## src/rtl/sram_arb.sv

```systemverilog
// -----------------------------------------------------------------------------
// sram_arb
//   Two-master arbiter in front of a pair of 8192 x 32 single-port SRAM banks.
//   Arbitration is combinational: the winning access is driven onto the SRAM
//   pins in the same cycle its grant is raised. A master holding mN_lock keeps
//   ownership across consecutive accesses (burst). Reads return one cycle after
//   the grant, with disabled bytes forced to zero.
//
//   Build option:
//     SRAM_ARB_RR_EN  defined   -> round-robin tie-break in IDLE
//                     undefined -> fixed priority, m0 wins ties
//
// Ports
//   hclk, hreset                 clock, async active-low reset
//   mN_req/lock/write            request, burst lock, 1=write (N = 0,1)
//   mN_addr[13:0]                [13]=bank, [12:0]=row
//   mN_be[3:0], mN_wdata[31:0]   byte enables (active-high), write data
//   mN_gnt                       access issued this cycle
//   mN_rvalid, mN_rdata[31:0]    read return, data held while rvalid=0
//   bank0_cen, bank1_cen[3:0]    per-byte chip enables, active-low
//   sram_w_en                    write enable, active-low
//   sram_addr[12:0], sram_data   row address and write data
//   sram_q0..sram_q7[7:0]        read bytes, q0-q3 bank0, q4-q7 bank1
// -----------------------------------------------------------------------------
module sram_arb (
  input  logic        hclk,
  input  logic        hreset,

  input  logic        m0_req,
  input  logic        m0_lock,
  input  logic        m0_write,
  input  logic [13:0] m0_addr,
  input  logic [3:0]  m0_be,
  input  logic [31:0] m0_wdata,
  output logic        m0_gnt,
  output logic        m0_rvalid,
  output logic [31:0] m0_rdata,

  input  logic        m1_req,
  input  logic        m1_lock,
  input  logic        m1_write,
  input  logic [13:0] m1_addr,
  input  logic [3:0]  m1_be,
  input  logic [31:0] m1_wdata,
  output logic        m1_gnt,
  output logic        m1_rvalid,
  output logic [31:0] m1_rdata,

  output logic [3:0]  bank0_cen,
  output logic [3:0]  bank1_cen,
  output logic        sram_w_en,
  output logic [12:0] sram_addr,
  output logic [31:0] sram_data,

  input  logic [7:0]  sram_q0,
  input  logic [7:0]  sram_q1,
  input  logic [7:0]  sram_q2,
  input  logic [7:0]  sram_q3,
  input  logic [7:0]  sram_q4,
  input  logic [7:0]  sram_q5,
  input  logic [7:0]  sram_q6,
  input  logic [7:0]  sram_q7
);

  localparam int unsigned ADDR_W = 14;
  localparam int unsigned ROW_W  = 13;
  localparam int unsigned DATA_W = 32;
  localparam int unsigned BE_W   = 4;
  localparam int unsigned BANK_B = ADDR_W - 1;

  typedef struct packed {
    logic              write;
    logic [ADDR_W-1:0] addr;
    logic [BE_W-1:0]   be;
    logic [DATA_W-1:0] wdata;
  } acc_t;

  typedef enum logic [1:0] {
    IDLE = 2'd0,
    OWN0 = 2'd1,
    OWN1 = 2'd2
  } state_t;

  state_t state_q, state_d;

  acc_t acc0, acc1, win;
  logic gnt0_raw, gnt1_raw;
  logic any_gnt;
  logic tie_m1;
  logic rd_issue;

  logic              rvalid0_q, rvalid1_q;
  logic              bank_q;
  logic [BE_W-1:0]   be_q;
  logic [DATA_W-1:0] hold0_q, hold1_q;
  logic [DATA_W-1:0] rd_word, rd_data;

  assign acc0 = {m0_write, m0_addr, m0_be, m0_wdata};
  assign acc1 = {m1_write, m1_addr, m1_be, m1_wdata};

  // Tie-break selector for IDLE when both masters request
`ifdef SRAM_ARB_RR_EN
  logic rr_q;  // 1 = favour m1 on the next tie

  always_ff @(posedge hclk or negedge hreset) begin
    if (!hreset) begin
      rr_q <= 1'b0;
    end else if (gnt0_raw) begin
      rr_q <= 1'b1;
    end else if (gnt1_raw) begin
      rr_q <= 1'b0;
    end
  end

  assign tie_m1 = rr_q;
`else
  assign tie_m1 = 1'b0;
`endif

  // Ownership state register
  always_ff @(posedge hclk or negedge hreset) begin
    if (!hreset) begin
      state_q <= IDLE;
    end else begin
      state_q <= state_d;
    end
  end

  // Grant selection and ownership transitions
  always_comb begin
    state_d  = state_q;
    gnt0_raw = 1'b0;
    gnt1_raw = 1'b0;
    unique case (state_q)
      IDLE: begin
        if (m0_req && m1_req) begin
          gnt0_raw = !tie_m1;
          gnt1_raw = tie_m1;
        end else begin
          gnt0_raw = m0_req;
          gnt1_raw = m1_req;
        end
        if (gnt0_raw && m0_lock) begin
          state_d = OWN0;
        end else if (gnt1_raw && m1_lock) begin
          state_d = OWN1;
        end
      end
      OWN0: begin
        // The other master waits for as long as the burst lasts.
        gnt0_raw = m0_req;
        if (!m0_req || !m0_lock) begin
          state_d = IDLE;
        end
      end
      OWN1: begin
        gnt1_raw = m1_req;
        if (!m1_req || !m1_lock) begin
          state_d = IDLE;
        end
      end
      default: begin
        state_d = IDLE;
      end
    endcase
  end

  // Visible grants are suppressed while reset is held; internal flops are
  // already held in reset, so they take the raw grant.
  assign m0_gnt  = gnt0_raw & hreset;
  assign m1_gnt  = gnt1_raw & hreset;
  assign any_gnt = m0_gnt | m1_gnt;
  assign win     = gnt1_raw ? acc1 : acc0;

  // SRAM pin drive: winner's access, or an all-quiet bus
  always_comb begin
    bank0_cen = 4'hF;
    bank1_cen = 4'hF;
    sram_w_en = 1'b1;
    sram_addr = '0;
    sram_data = '0;
    if (any_gnt) begin
      if (win.addr[BANK_B]) begin
        bank1_cen = ~win.be;
      end else begin
        bank0_cen = ~win.be;
      end
      sram_w_en = ~win.write;
      sram_addr = win.addr[ROW_W-1:0];
      sram_data = win.wdata;
    end
  end

  assign rd_issue = (gnt0_raw & ~m0_write) | (gnt1_raw & ~m1_write);

  // Read pipeline: remember who asked, which bank and which bytes
  always_ff @(posedge hclk or negedge hreset) begin
    if (!hreset) begin
      rvalid0_q <= 1'b0;
      rvalid1_q <= 1'b0;
      bank_q    <= 1'b0;
      be_q      <= '0;
    end else begin
      rvalid0_q <= gnt0_raw & ~m0_write;
      rvalid1_q <= gnt1_raw & ~m1_write;
      if (rd_issue) begin
        bank_q <= win.addr[BANK_B];
        be_q   <= win.be;
      end
    end
  end

  // Bank select and byte masking of the returning SRAM word
  always_comb begin
    rd_word = bank_q ? {sram_q7, sram_q6, sram_q5, sram_q4}
                     : {sram_q3, sram_q2, sram_q1, sram_q0};
    rd_data = '0;
    for (int unsigned i = 0; i < BE_W; i++) begin
      if (be_q[i]) begin
        rd_data[8*i +: 8] = rd_word[8*i +: 8];
      end
    end
  end

  // Last returned word per master, presented while rvalid is low
  always_ff @(posedge hclk or negedge hreset) begin
    if (!hreset) begin
      hold0_q <= '0;
      hold1_q <= '0;
    end else begin
      if (rvalid0_q) begin
        hold0_q <= rd_data;
      end
      if (rvalid1_q) begin
        hold1_q <= rd_data;
      end
    end
  end

  assign m0_rvalid = rvalid0_q;
  assign m1_rvalid = rvalid1_q;
  assign m0_rdata  = rvalid0_q ? rd_data : hold0_q;
  assign m1_rdata  = rvalid1_q ? rd_data : hold1_q;

endmodule

```

## config.mk

```make
export PLATFORM = sky130hd
export DESIGN_NAME = sram_arb
export DESIGN_NICKNAME = d
export VERILOG_FILES = /design/src/rtl/sram_arb.sv
export SDC_FILE = /design/constraint.sdc
export NUM_CORES = 1
export LEC_CHECK = 0
export CORE_UTILIZATION = 30
export CTS_CLUSTER_SIZE = 20
export DETAILED_ROUTE_END_ITERATION = 7
export PLACE_DENSITY = 0.69
export SYNTH_ARGS = -nofsm -noshare
export SYNTH_HDL_FRONTEND = slang
export SYNTH_SLANG_ARGS = --single-unit
```

## constraint.sdc

```tcl
create_clock -name hclk -period 1.5 [get_ports hclk]
set_input_delay 0.15 -clock hclk [delete_from_list [all_inputs] [get_ports hclk]]
set_output_delay 0.15 -clock hclk [all_outputs]
set_load 0.005 [all_outputs]
```

* Word level (Yosys, flattened, before mapping)
Cells that the tools add are included.
** Word-level totals
- Memories kept :: 0
- Latch bits :: 0
- Register bits :: 73
- Word-level logic and storage cells :: 59
- Output and inout bits :: 122
- Memory bits (read-only) :: 0
- RAM bits :: 0
** Cells by class
- Add/subtract/negate cells :: 0
- Reduce and logical (&&, ||, !) cells :: 11
- Shift-type cells :: 0
- Multipliers :: 0
- Equal/unequal tests :: 5
- Multiplexer cells :: 26
- Div/mod/pow operators :: 0
- Bitwise logic cells :: 10
- $lt $le $gt $ge :: 0
** Operators with widths (count)
- 32-bit 2-to-1 mux :: 4
- 51-bit 2-to-1 mux :: 1
- 8-bit 2-to-1 mux :: 4
- 4-bit 2-to-1 mux :: 4
- 13-bit 2-to-1 mux :: 1
- 2-bit 2-to-1 mux :: 4
- 2-bit one-hot mux with 3 select lines :: 1
- 1-bit 2-to-1 mux :: 5
- 1-bit bitwise AND :: 4
- 1-bit zero test :: 4
- 2-bit != test (second input constant) :: 2
- 4-bit inverter :: 1
- 1-bit one-hot mux with 2 select lines :: 2
- 1-bit logical AND :: 3
- 3-bit != test (second input constant) :: 1
- 1-bit inverter :: 3
- 3-bit AND reduction :: 1
- 2-bit by 1-bit equality test with 1-bit output (second input constant) :: 1
- 2-bit equality test (second input constant) :: 1
- 2-bit zero test :: 1
- 1-bit logical OR :: 2
- 1-bit bitwise OR :: 2

* Depth between registers and ports, before layout
- Word-level depth :: 8
- Depth in mapped cells :: 5
- Depth with buffers taken out :: 3

* Least setup slack after synthesis
No wires, ideal clock.
- Path type :: register to output
- Start point :: reg bank_q
- End point :: out m0_rdata[10]
- Arrival time :: 1176 ps
- Path slack :: 174 ps
- Path buffers :: 2
- Required time :: 1350 ps
- Stages on the path, launching flop included :: 6
- Cell sequence :: dfrtp_1 buf_2 buf_4 mux2i_1 nor2b_1 mux2_2
** On the way
- Word-level cells in the longest chain between the ends :: 3
** Ends and longest elaborated chain
- start, declared :: RTL line 93 : logic bank_q;
- start signal, assigned :: RTL line 207 : bank_q <= win.addr[BANK_B];
- 32-bit 2-to-1 mux :: RTL line 215 : rd_word = bank_q ? {sram_q7, sram_q6, sram_q5, sram_q4}
- 8-bit 2-to-1 mux :: RTL line 219 : if (be_q[i]) begin
- 32-bit 2-to-1 mux :: RTL line 242 : assign m0_rdata = rvalid0_q ? rd_data : hold0_q;
- end, declared :: RTL line 37 : output logic [31:0] m0_rdata,
Every way passes these cells.

* Worst setup path after layout
- Start point :: reg bank_q
- End point :: out m0_rdata[1]
The elaborated chain is that of the path after synthesis.

==> out/metrics.cfg <==
[place]
place_congestion = 0.9737
port_buffers = 293
post-dp-hpwl_microns = 13100
dp.cells = 913

[timing]
setup_viol = 147
fmax_ghz = 0.4879
maxSlewHeadroom_pct = 57.72
clock-skew-final_ps = 10.04
holdWs_ps = 152.9
tightest_slew_ps = 634.2
hold_viol = 0
finalCritPeriodShare_pct = 136.6
drv_slew = 0
rsz0062_at_grt = true
timing.final.ws_setup_ps = -549.7
period_minus_slack_ps = 2050

[run]
maxCapViolCount = 0

[yosys]
avgSynthCellArea_sq_um = 10.06
yosys_register_bits = 73
syn_inst = 436
synth_cell_types = 30
yosys_warnings = 0
seq_area_frac_synth_pct = 41.65
syn-num-nets = 608
netlist_area_sq_um = 4385

[floorplanning]
die_area_sq_um = 15110
core_sq_um = 14100
die_h_microns = 122.9
start_util_pct = 31.11
die_w_microns = 122.9
ioPinCount = 294
rows = 43

[critical_path]
startpoint = bank_q$_DFFE_PN0P_
crit_fanout = 6
end_kind = output port
r2r_slack_ps = -270
crit_path_start_kind = register
r2r-start = state_q[0]$_DFFE_PN0P_
critical_path_arrival_ps = 1900
rr_endpoint = bank_q$_DFFE_PN0P_
required_ps = 1350
ff2ff_path_depth = 6
crit_type = reg -> out

[final_layout]
layout-drive-gt1-share_pct = 59.66
nets = 1052
syn_to_final_growth_pct = 147.7
fillCellCount = 813
antenna_cells = 0
mostFrequentLayoutCell = clkdlybuf4s50_1
final_cells = 1065
most-common-layout-cells = 169 x clkdlybuf4s50_1, 146 x buf_6, 71 x dfrtp_1
postLayoutCoreUtil_pct = 77.07

[clocking]
cts_buffer_depth = 2
htree_levels = 3
cts_tree = done
cts.sinks = 73
clockRootBuffer = clkbuf_16
clk_latency_ps = 330
clk_pin_slew_worst_paths_ps = 60
numCtsBuffers = 9

[status]
violations = negative setup slack
run_status = complete, but fails checks

[route]
wl_microns = 23930
routedWlPerCell_microns = 22.47
via_per_inst = 5.353
dr.pass1.iters = 5
drt_iter0_drc = 230
antenna_left = 0
route.detailed.drc = 0
vias = 5701

[global_route]
grt_usage_pct = 27.83
grt_pass1_vias = 5737
grt_overflow = 0
grt_start_max_net_pins = 50
grt_pass1_wl_microns = 31510
antenna_found_initial = 0

[power]
peakVddDrop_mv = 0.6625
leakage_nw = 4.804
power-per-cell-area_nw_per_um2 = 979.5

[hold_path]
holdCritPathClass = in -> async

routing by layer:
layer  track usage [%]  vias to the layer above  wire length, microns
met5                 0                        -                     0
met4             8.918                        0                   720
met1             32.72                     2857                  9054
met2             50.77                      308                 12550
met3             5.120                       52                  1606
li1                  -                     2484                     -
registers in the layout, summed over array words and instances (netlist names):
name and cells:
state_q 2, m1_rvalid 1, be_q 4, hold0_q 32, m0_rvalid 1, bank_q 1
hold1_q 32
power by group:
group | switching [mW] | total, mW | leakage, nW | internal, mW
logic | 2.03 | 5.64 | 3.73 | 3.60
clock network | 0.836 | 2.30 | 0.153 | 1.46
registers | 0.225 | 2.71 | 0.920 | 2.48
repair_timing:
action	4_1_cts	5_1_grt
gates resized for setup	760	166
cloned	17	7
setup buffers	85	45
setup endpoints to repair	128	159
pin swaps	64	39
hold buffers	1	0
endpoints found under the hold margin	24	0
cell usage after synthesis (all sizes together):
cell    number  area share (%)
dfrtp       73              42
mux2        64              16
o21ai       51             5.9
a21oi       49             5.6
nand3       46             5.2
buf         33             4.1
nor2b       33             4.9
mux2i       32             7.3
clkbuf      11            0.94
nand2b       6             1.0
a21o         5            0.86
o221a        5             1.3
or2          5            0.71
nand4        4            0.57
nor4b        4            0.80
o211ai       4            0.68
and2         2            0.29
and3         2            0.29
inv          2            0.17
a21boi       1            0.17
and2b        1            0.17
o31ai        1            0.49
or3          1            0.14
or3b         1            0.26
worst max path at each step:
stage	slack (ps)	to	depth (start not counted)
2_1_floorplan	170	m0_rdata[10]	5
3_3_place_gp	-750	sram_data[8]	7
3_5_place_dp	-780	sram_addr[10]	7
4_1_cts	-520	m1_rdata[0]	7
5_1_grt	-630	m0_rdata[1]	7
6_report	-550	m0_rdata[1]	7
cell type report:
type,instances,area (sq um),share of cell area (%)
clock buffer,10,229.0,2.108
clock inverter,6,90.09,0.8292
tap,180,225.2,2.073
timing repair buffer,477,5122,47.15
inverter,2,7.507,0.06910
multi-input combinational,317,3361,30.93
sequential,73,1829,16.84
kinds of logic after synthesis:
kind of cell | count (synthesis) | synth area share (%)
buffers and inverters | 46 | 5.250
AND/OR/NAND/NOR | 105 | 14.38
flip-flops | 73 | 41.65
AO/OA/AOI/OAI | 116 | 14.98
multiplexers | 96 | 23.74
critical path, cell delays in order, from the launching register on:
cell	delay, ps
dfrtp_2	420
buf_12	150
buf_12	140
mux2i_1	210
nor2b_1	110
buf_4	150
mux2_4	270
buf_6	120
through the flow:
step | power, mW | setup TNS (ps) | worst slack, ps | cell area [sq um]
final | 10.64 | -51410 | -549.7 | 10860
after detailed placement | 6.189 | -61560 | -777.4 | 7854
after global routing | 11.06 | -59170 | -633.5 | 10860
after floorplan | 3.941 | 0 | 173.8 | 4385
after global placement | 6.109 | -61260 | -749.4 | 7854
after CTS | 9.948 | -47270 | -521.4 | 10010
No activity file was read; power rests on OpenSTA's default activity.
==> variant 1 (config.mk and constraints unchanged) <==
Re-encode `state_t` (3 states) as one-hot, 3 bits wide.
--- a/src/rtl/sram_arb.sv
+++ b/src/rtl/sram_arb.sv
@@ -75,10 +75,10 @@
     logic [DATA_W-1:0] wdata;
   } acc_t;
 
-  typedef enum logic [1:0] {
-    IDLE = 2'd0,
-    OWN0 = 2'd1,
-    OWN1 = 2'd2
+  typedef enum logic [2:0] {
+    IDLE = 3'b001,
+    OWN0 = 3'b010,
+    OWN1 = 3'b100
   } state_t;
 
   state_t state_q, state_d;
Function: no difference found for any inputs over 4 cycles, from zero or initial values and one cycle with hreset low; so few cycles prove little.
==> variant 1 against the unedited design <==
  * The flow still finishes with violations (negative setup slack)
  * Total power up 26%
  * Area after synthesis up 1.7%
  * Cell count down 2.0%
  * Routed wire length down 15%
  * Final area down 8.1%
  * Critical path depth unchanged
  * Sequential cell count up 1
  * Synthesized cell count down 0.92%
  * Worst setup slack worse by 0.31 ns
  * Clock power down 13%
  * Die area up 1.7%
  * Combinational power up 45%
  * Hold slack worse by 0.059 ns
  * Critical path type unchanged
  * Critical endpoint is now sram_w_en
==> variant 1: results (changes against the unedited design) <==
result of the run=finished with violations; violated checks=negative setup slack; worst slack on hold paths=0.0937 ns (-0.0592 ns); insertion delay of the later-clocked pin in the worst-skew pair=0.33 ns (about the same); count of endpoints failing setup in the final report=157 (+6.8%); data arrival time at the worst-slack endpoint=2.21 ns (+0.31 ns); prevailing post-synth register cell=sky130_fd_sc_hd__dfrtp_1; net count of the mapped netlist=604 (-0.66%); main area contributors after synthesis=sky130_fd_sc_hd__dfrtp_1 41%, sky130_fd_sc_hd__mux2_2 16%, sky130_fd_sc_hd__a21oi_2 8.8%, sky130_fd_sc_hd__nand2_1 8.3%, sky130_fd_sc_hd__mux2i_1 7.2%; Crit Reg-Reg Endpoint=bank_q; Distinct cells, synth=36 (+20%); number of antenna cells inserted=0 (unchanged); reg-to-reg slack, setup=-0.50 ns (-0.23 ns); CTS root buf=sky130_fd_sc_hd__clkbuf_16; count of filler cells inserted in the layout=1050 (+29%); via density per instance=4.83 (-9.7%); Post-Synthesis Mean Instance Area=10.3 um2 (+2.7%); maximum net fanout on the critical path=4 (-2); FF-to-FF path depth=9 (+3); wire length per cell after detailed routing=19.6 um (-13%); Post-synth ARST share=1.00 (unchanged); placer's final routability congestion estimate=0.881 (-9.5%); Largest regs=hold0_q (32), hold1_q (32), be_q (4); highest ir drop seen on vdd=0.654 mV (-1.3%); # port buffers=293 (unchanged); aggregate global-route resource usage=0.245 (-0.0332); slowest cell delay on critical path=0.56 ns (+0.14 ns); clock transition time at the flip-flop clock pins of the worst setup and hold paths=0.06 ns (about the same); synth cell count leaders=99 x sky130_fd_sc_hd__nand2_1, 73 x sky130_fd_sc_hd__dfrtp_1, 65 x sky130_fd_sc_hd__mux2_2, 45 x sky130_fd_sc_hd__a21oi_2, 33 x sky130_fd_sc_hd__nor2b_1; post-layout worst setup margin=-0.862 ns (-0.312 ns); maximum level of the CTS H-tree=3 (unchanged); first-pass iteration count of the detailed router=4 (-1); count of placed standard cells including taps=924 (+1.2%); vias in the first global route=5402 (-5.8%); wire length of the first global-routing pass=28.1 mm (-11%); clock tree buffer depth=2 (unchanged); total number of yosys warnings=0 (unchanged); post-route insts no fill=1044 (-2.0%); largest net degree at the start of global routing=68 (+36%); register area share after synthesis=0.415 (-0.00124); startpoint of the most critical setup path=state_q[0]; detailed placer's ending HPWL=12.8 mm (-2.1%); Worst Clk Skew=0.00586 ns (-0.00419 ns); initial antenna violation count=0 (unchanged); Worst Hold Class=primary input to asynchronous set/reset pin; final-layout setup total negative slack=-78.25 ns (-26.84 ns); CTS buffer count=9 (unchanged); fraction of layout cells with a size suffix above 1=0.558 (-0.0385); P_int=9.35 mW (+24%); Nets=1027 (-2.4%); worst rel slew slack=0.430 (-0.147); reported leakage power=4.68 nW (-2.7%); slowest CP cell=sky130_fd_sc_hd__dfstp_2; Detailed Route Iter0 Violations=226 (-1.7%)
[variant 1: cells by family after synthesis]
logic type | after synthesis | synth area share
flops | 74 | 0.415
buf+inv | 38 | 0.0468
compound gates | 74 | 0.145
xor+xnor | 1 | 0.00196
simple gates | 148 | 0.155
mux | 97 | 0.236
[variant 1: cell type report]
type | instances | area (um2) | area share
clock buffers | 11 | 243 | 0.0243
inverters | 9 | 33.8 | 0.00338
multi-input cells | 320 | 3090 | 0.310
flip-flops and latches | 74 | 1860 | 0.186
repair buffers | 441 | 4490 | 0.450
well taps | 184 | 230 | 0.0231
clock inverters | 5 | 37.5 | 0.00376
[variant 1: metrics by stage]
| stage | cell area [um2] | worst slack, ns |
|---|---|---|
| floorplan | 4490 | -0.223 |
| global placement | 7930 | -0.840 |
| detailed placement | 7930 | -0.890 |
| CTS | 9620 | -0.915 |
| global route | 9980 | -0.950 |
| finish | 9980 | -0.862 |
[variant 1: metal layers]
layer,vias up,track usage,routed length (um)
met1,2459,0.263,7610
met4,0,0.109,576
li1,2335,-,-
met3,41,0.0504,1190
met5,-,0,0
met2,210,0.459,11000
[variant 1: how the worst max path moves through the flow]
stage,to
detailed placement,sram_data[31]
global placement,sram_data[31]
floorplan,sram_w_en
finish,sram_w_en
global route,sram_data[30]
CTS,sram_data[27]
[variant 1: what timing repair did]
| item | in CTS | in global routing |
|---|---|---|
| resized for setup | 685 | 129 |
| hold buffers | 1 | 0 |
| pin swaps | 35 | 33 |
| gates cloned | 11 | 1 |
| endpoints found under the hold margin | 7 | 0 |
| setup buffers | 92 | 22 |
| setup endpoints to repair | 128 | 184 |
[variant 1: critical path: cells and delay by family, from the launching register on]
family	cells	cell delay, ns
AND/OR/NAND/NOR	2	0.47
buffers and inverters	3	0.33
AO/OA/AOI/OAI	1	0.23
multiplexers	1	0.29
flip-flops	1	0.56
[variant 1: power groups by stage]
stage,Combinational (mW),Sequential [mW],Clock [mW]
floorplan,2.19,3.08,0
finish,8.15,3.25,2.00
global route,8.60,3.33,2.15
detailed placement,5.27,3.23,0
CTS,7.26,3.23,2.05
global placement,5.17,3.18,0
==> variant 2 (config.mk and constraints unchanged) <==
Made on the original files. Add a define of `SRAM_ARB_RR_EN`.
--- a/src/rtl/sram_arb.sv
+++ b/src/rtl/sram_arb.sv
@@ -22,6 +22,8 @@
 //   sram_addr[12:0], sram_data   row address and write data
 //   sram_q0..sram_q7[7:0]        read bytes, q0-q3 bank0, q4-q7 bank1
 // -----------------------------------------------------------------------------
+`define SRAM_ARB_RR_EN
+
 module sram_arb (
   input  logic        hclk,
   input  logic        hreset,
Behaviour: not the same (a bounded check fails within 4 cycles, from zero or initial values and one cycle with hreset low).
==> variant 2 against the unedited design <==
  * Total power up 21%
  * Sequential cell count up 1
  * Critical path type unchanged
  * Clock power down 8%
  * Highest routed layer unchanged
  * Combinational power up 37%
  * Utilization down 2.1 points
  * The run ends with design-rule violations, negative setup slack left
  * Synthesized cell count up 1.4%
  * Worst setup slack worse by 0.11 ns
  * Cell count up 1.5%
  * Final area about the same
  * Routed wire length up 5.6%
  * Area after synthesis up 0.94%
==> variant 2: results (changes against the unedited design) <==
highest ir drop seen on vdd=0.688 mV (+3.8%); switching power=3.94 mW (+27%); clock transition time at the flip-flop clock pins of the worst setup and hold paths=around 0.05 ns; number of vias after detailed routing=5745 (+0.77%); main area contributors after synthesis=sky130_fd_sc_hd__dfrtp_1 42%, sky130_fd_sc_hd__mux2_2 16%, sky130_fd_sc_hd__mux2i_1 7.2%, sky130_fd_sc_hd__a21oi_1 5.5%, sky130_fd_sc_hd__nand3_1 5.2%; Critical R2R Launch=bank_q; met1 layer usage reported by global route=0.321 (-0.00648); CTS buffer count=9 (unchanged); vias in the first global route=5760 (+0.40%); Routed met2 length=13.2 mm (+5.5%); data arrival time at the worst-slack endpoint=2.01 ns (+0.11 ns); initial antenna violation count=1 (+1); clock tree buffer depth=2 (unchanged); startpoint of the most critical setup path=state_q[1]; final-layout setup total negative slack=-68.33 ns (-16.92 ns); GRT met3 Usage=0.0535 (+0.00231); CTS-repair resized insts=716 (-5.8%); Worst Clk Skew=0.00611 ns (-0.00393 ns); Distinct cells, synth=32 (+6.7%); post-layout worst setup margin=-0.660 ns (-0.111 ns); uppermost metal layer occupied by signal nets=met4; placer's final routability congestion estimate=0.984 (+1.1%); reported leakage power=4.86 nW (+1.2%); maximum net fanout on the critical path=5 (-1); sum of routed wire segments on met1=9.05 mm (about the same); fraction of layout cells with a size suffix above 1=0.603 (+0.00607); power drawn by the clock network=2.12 mW (-8%); wire length of the first global-routing pass=32.6 mm (+3.6%); total power per unit cell area=1190 nW/um2 (+21%); Worst Hold Class=primary input to asynchronous set/reset pin; largest net degree at the start of global routing=61 (+22%); area after detailed placement=7800 um2 (-0.73%); violated checks=design-rule violations, negative setup slack; synth cell count leaders=74 x sky130_fd_sc_hd__dfrtp_1, 64 x sky130_fd_sc_hd__mux2_2, 49 x sky130_fd_sc_hd__a21oi_1, 46 x sky130_fd_sc_hd__nand3_1, 44 x sky130_fd_sc_hd__o21ai_0; FF-to-FF path depth=9 (+3); count of endpoints failing setup in the final report=178 (+21%); detailed placer's ending HPWL=13.2 mm (+0.95%); via density per instance=5.31 (-0.72%); count of filler cells inserted in the layout=897 (+10%); worst rel slew slack=0.488 (-0.0894); detailed-route DRC error count=1 (+1); result of the run=finished with violations; met2 usage=0.532 (+0.0244); number of cells produced by synthesis=442 (+1.4%); maximum level of the CTS H-tree=3 (unchanged); sum of routed wire length over all layers=25.3 mm (+5.6%); part of the total power dissipated in sequential elements=0.236 (-0.018); first-pass iteration count of the detailed router=6 (+1); count of placed standard cells including taps=914 (+0.11%); Detailed Route Iter0 Violations=350 (+52%); setup fix buffers added after clock tree synthesis=97 (+14%); aggregate global-route resource usage=0.293 (+0.0147); register area share after synthesis=0.418 (+0.00177); Nets=1063 (+1.0%); net count of the mapped netlist=614 (+0.99%); DP Worst Slack=-0.779 ns (-0.00174 ns); Overall Power=12.9 mW (+21%); Routed met3 length=1.65 mm (+2.6%); slowest cell delay on critical path=0.44 ns (+0.02 ns)
variant 2: cell types whose count changed after synthesis, sizes merged, moves of 3 or more:
cell / before / now
or3: 1 / 5
nor2: 0 / 3
clkbuf: 11 / 16
buf: 33 / 27
or2: 5 / 0
variant 2: path summary, 6_finish.rpt:
check / to / slack, ns
hold / removal: hold0_q[6] / 0.04
min in group hclk: state_q[1] / 0.41
setup / recovery: bank1_cen[0] / -0.66
hold reg to reg: hold0_q[1] / 0.50
setup reg to reg: hold1_q[5] / -0.29
max in group asynchronous: state_q[1] / 0.43
variant 2: layout make-up:
type	instances	share of cell area
timing repair buffer	481	0.467
inverter	1	0.000346
antenna	1	0.000231
multi-input combinational	324	0.313
tap	184	0.0212
clock buffer	11	0.0224
clock inverter	5	0.00496
sequential	74	0.171
variant 2: cell families after synthesis:
kind of cell / Yosys count / synth area share
mux: 96 / 0.235
compound gates: 116 / 0.146
flops: 74 / 0.418
simple gates: 112 / 0.154
buf+inv: 44 / 0.0472
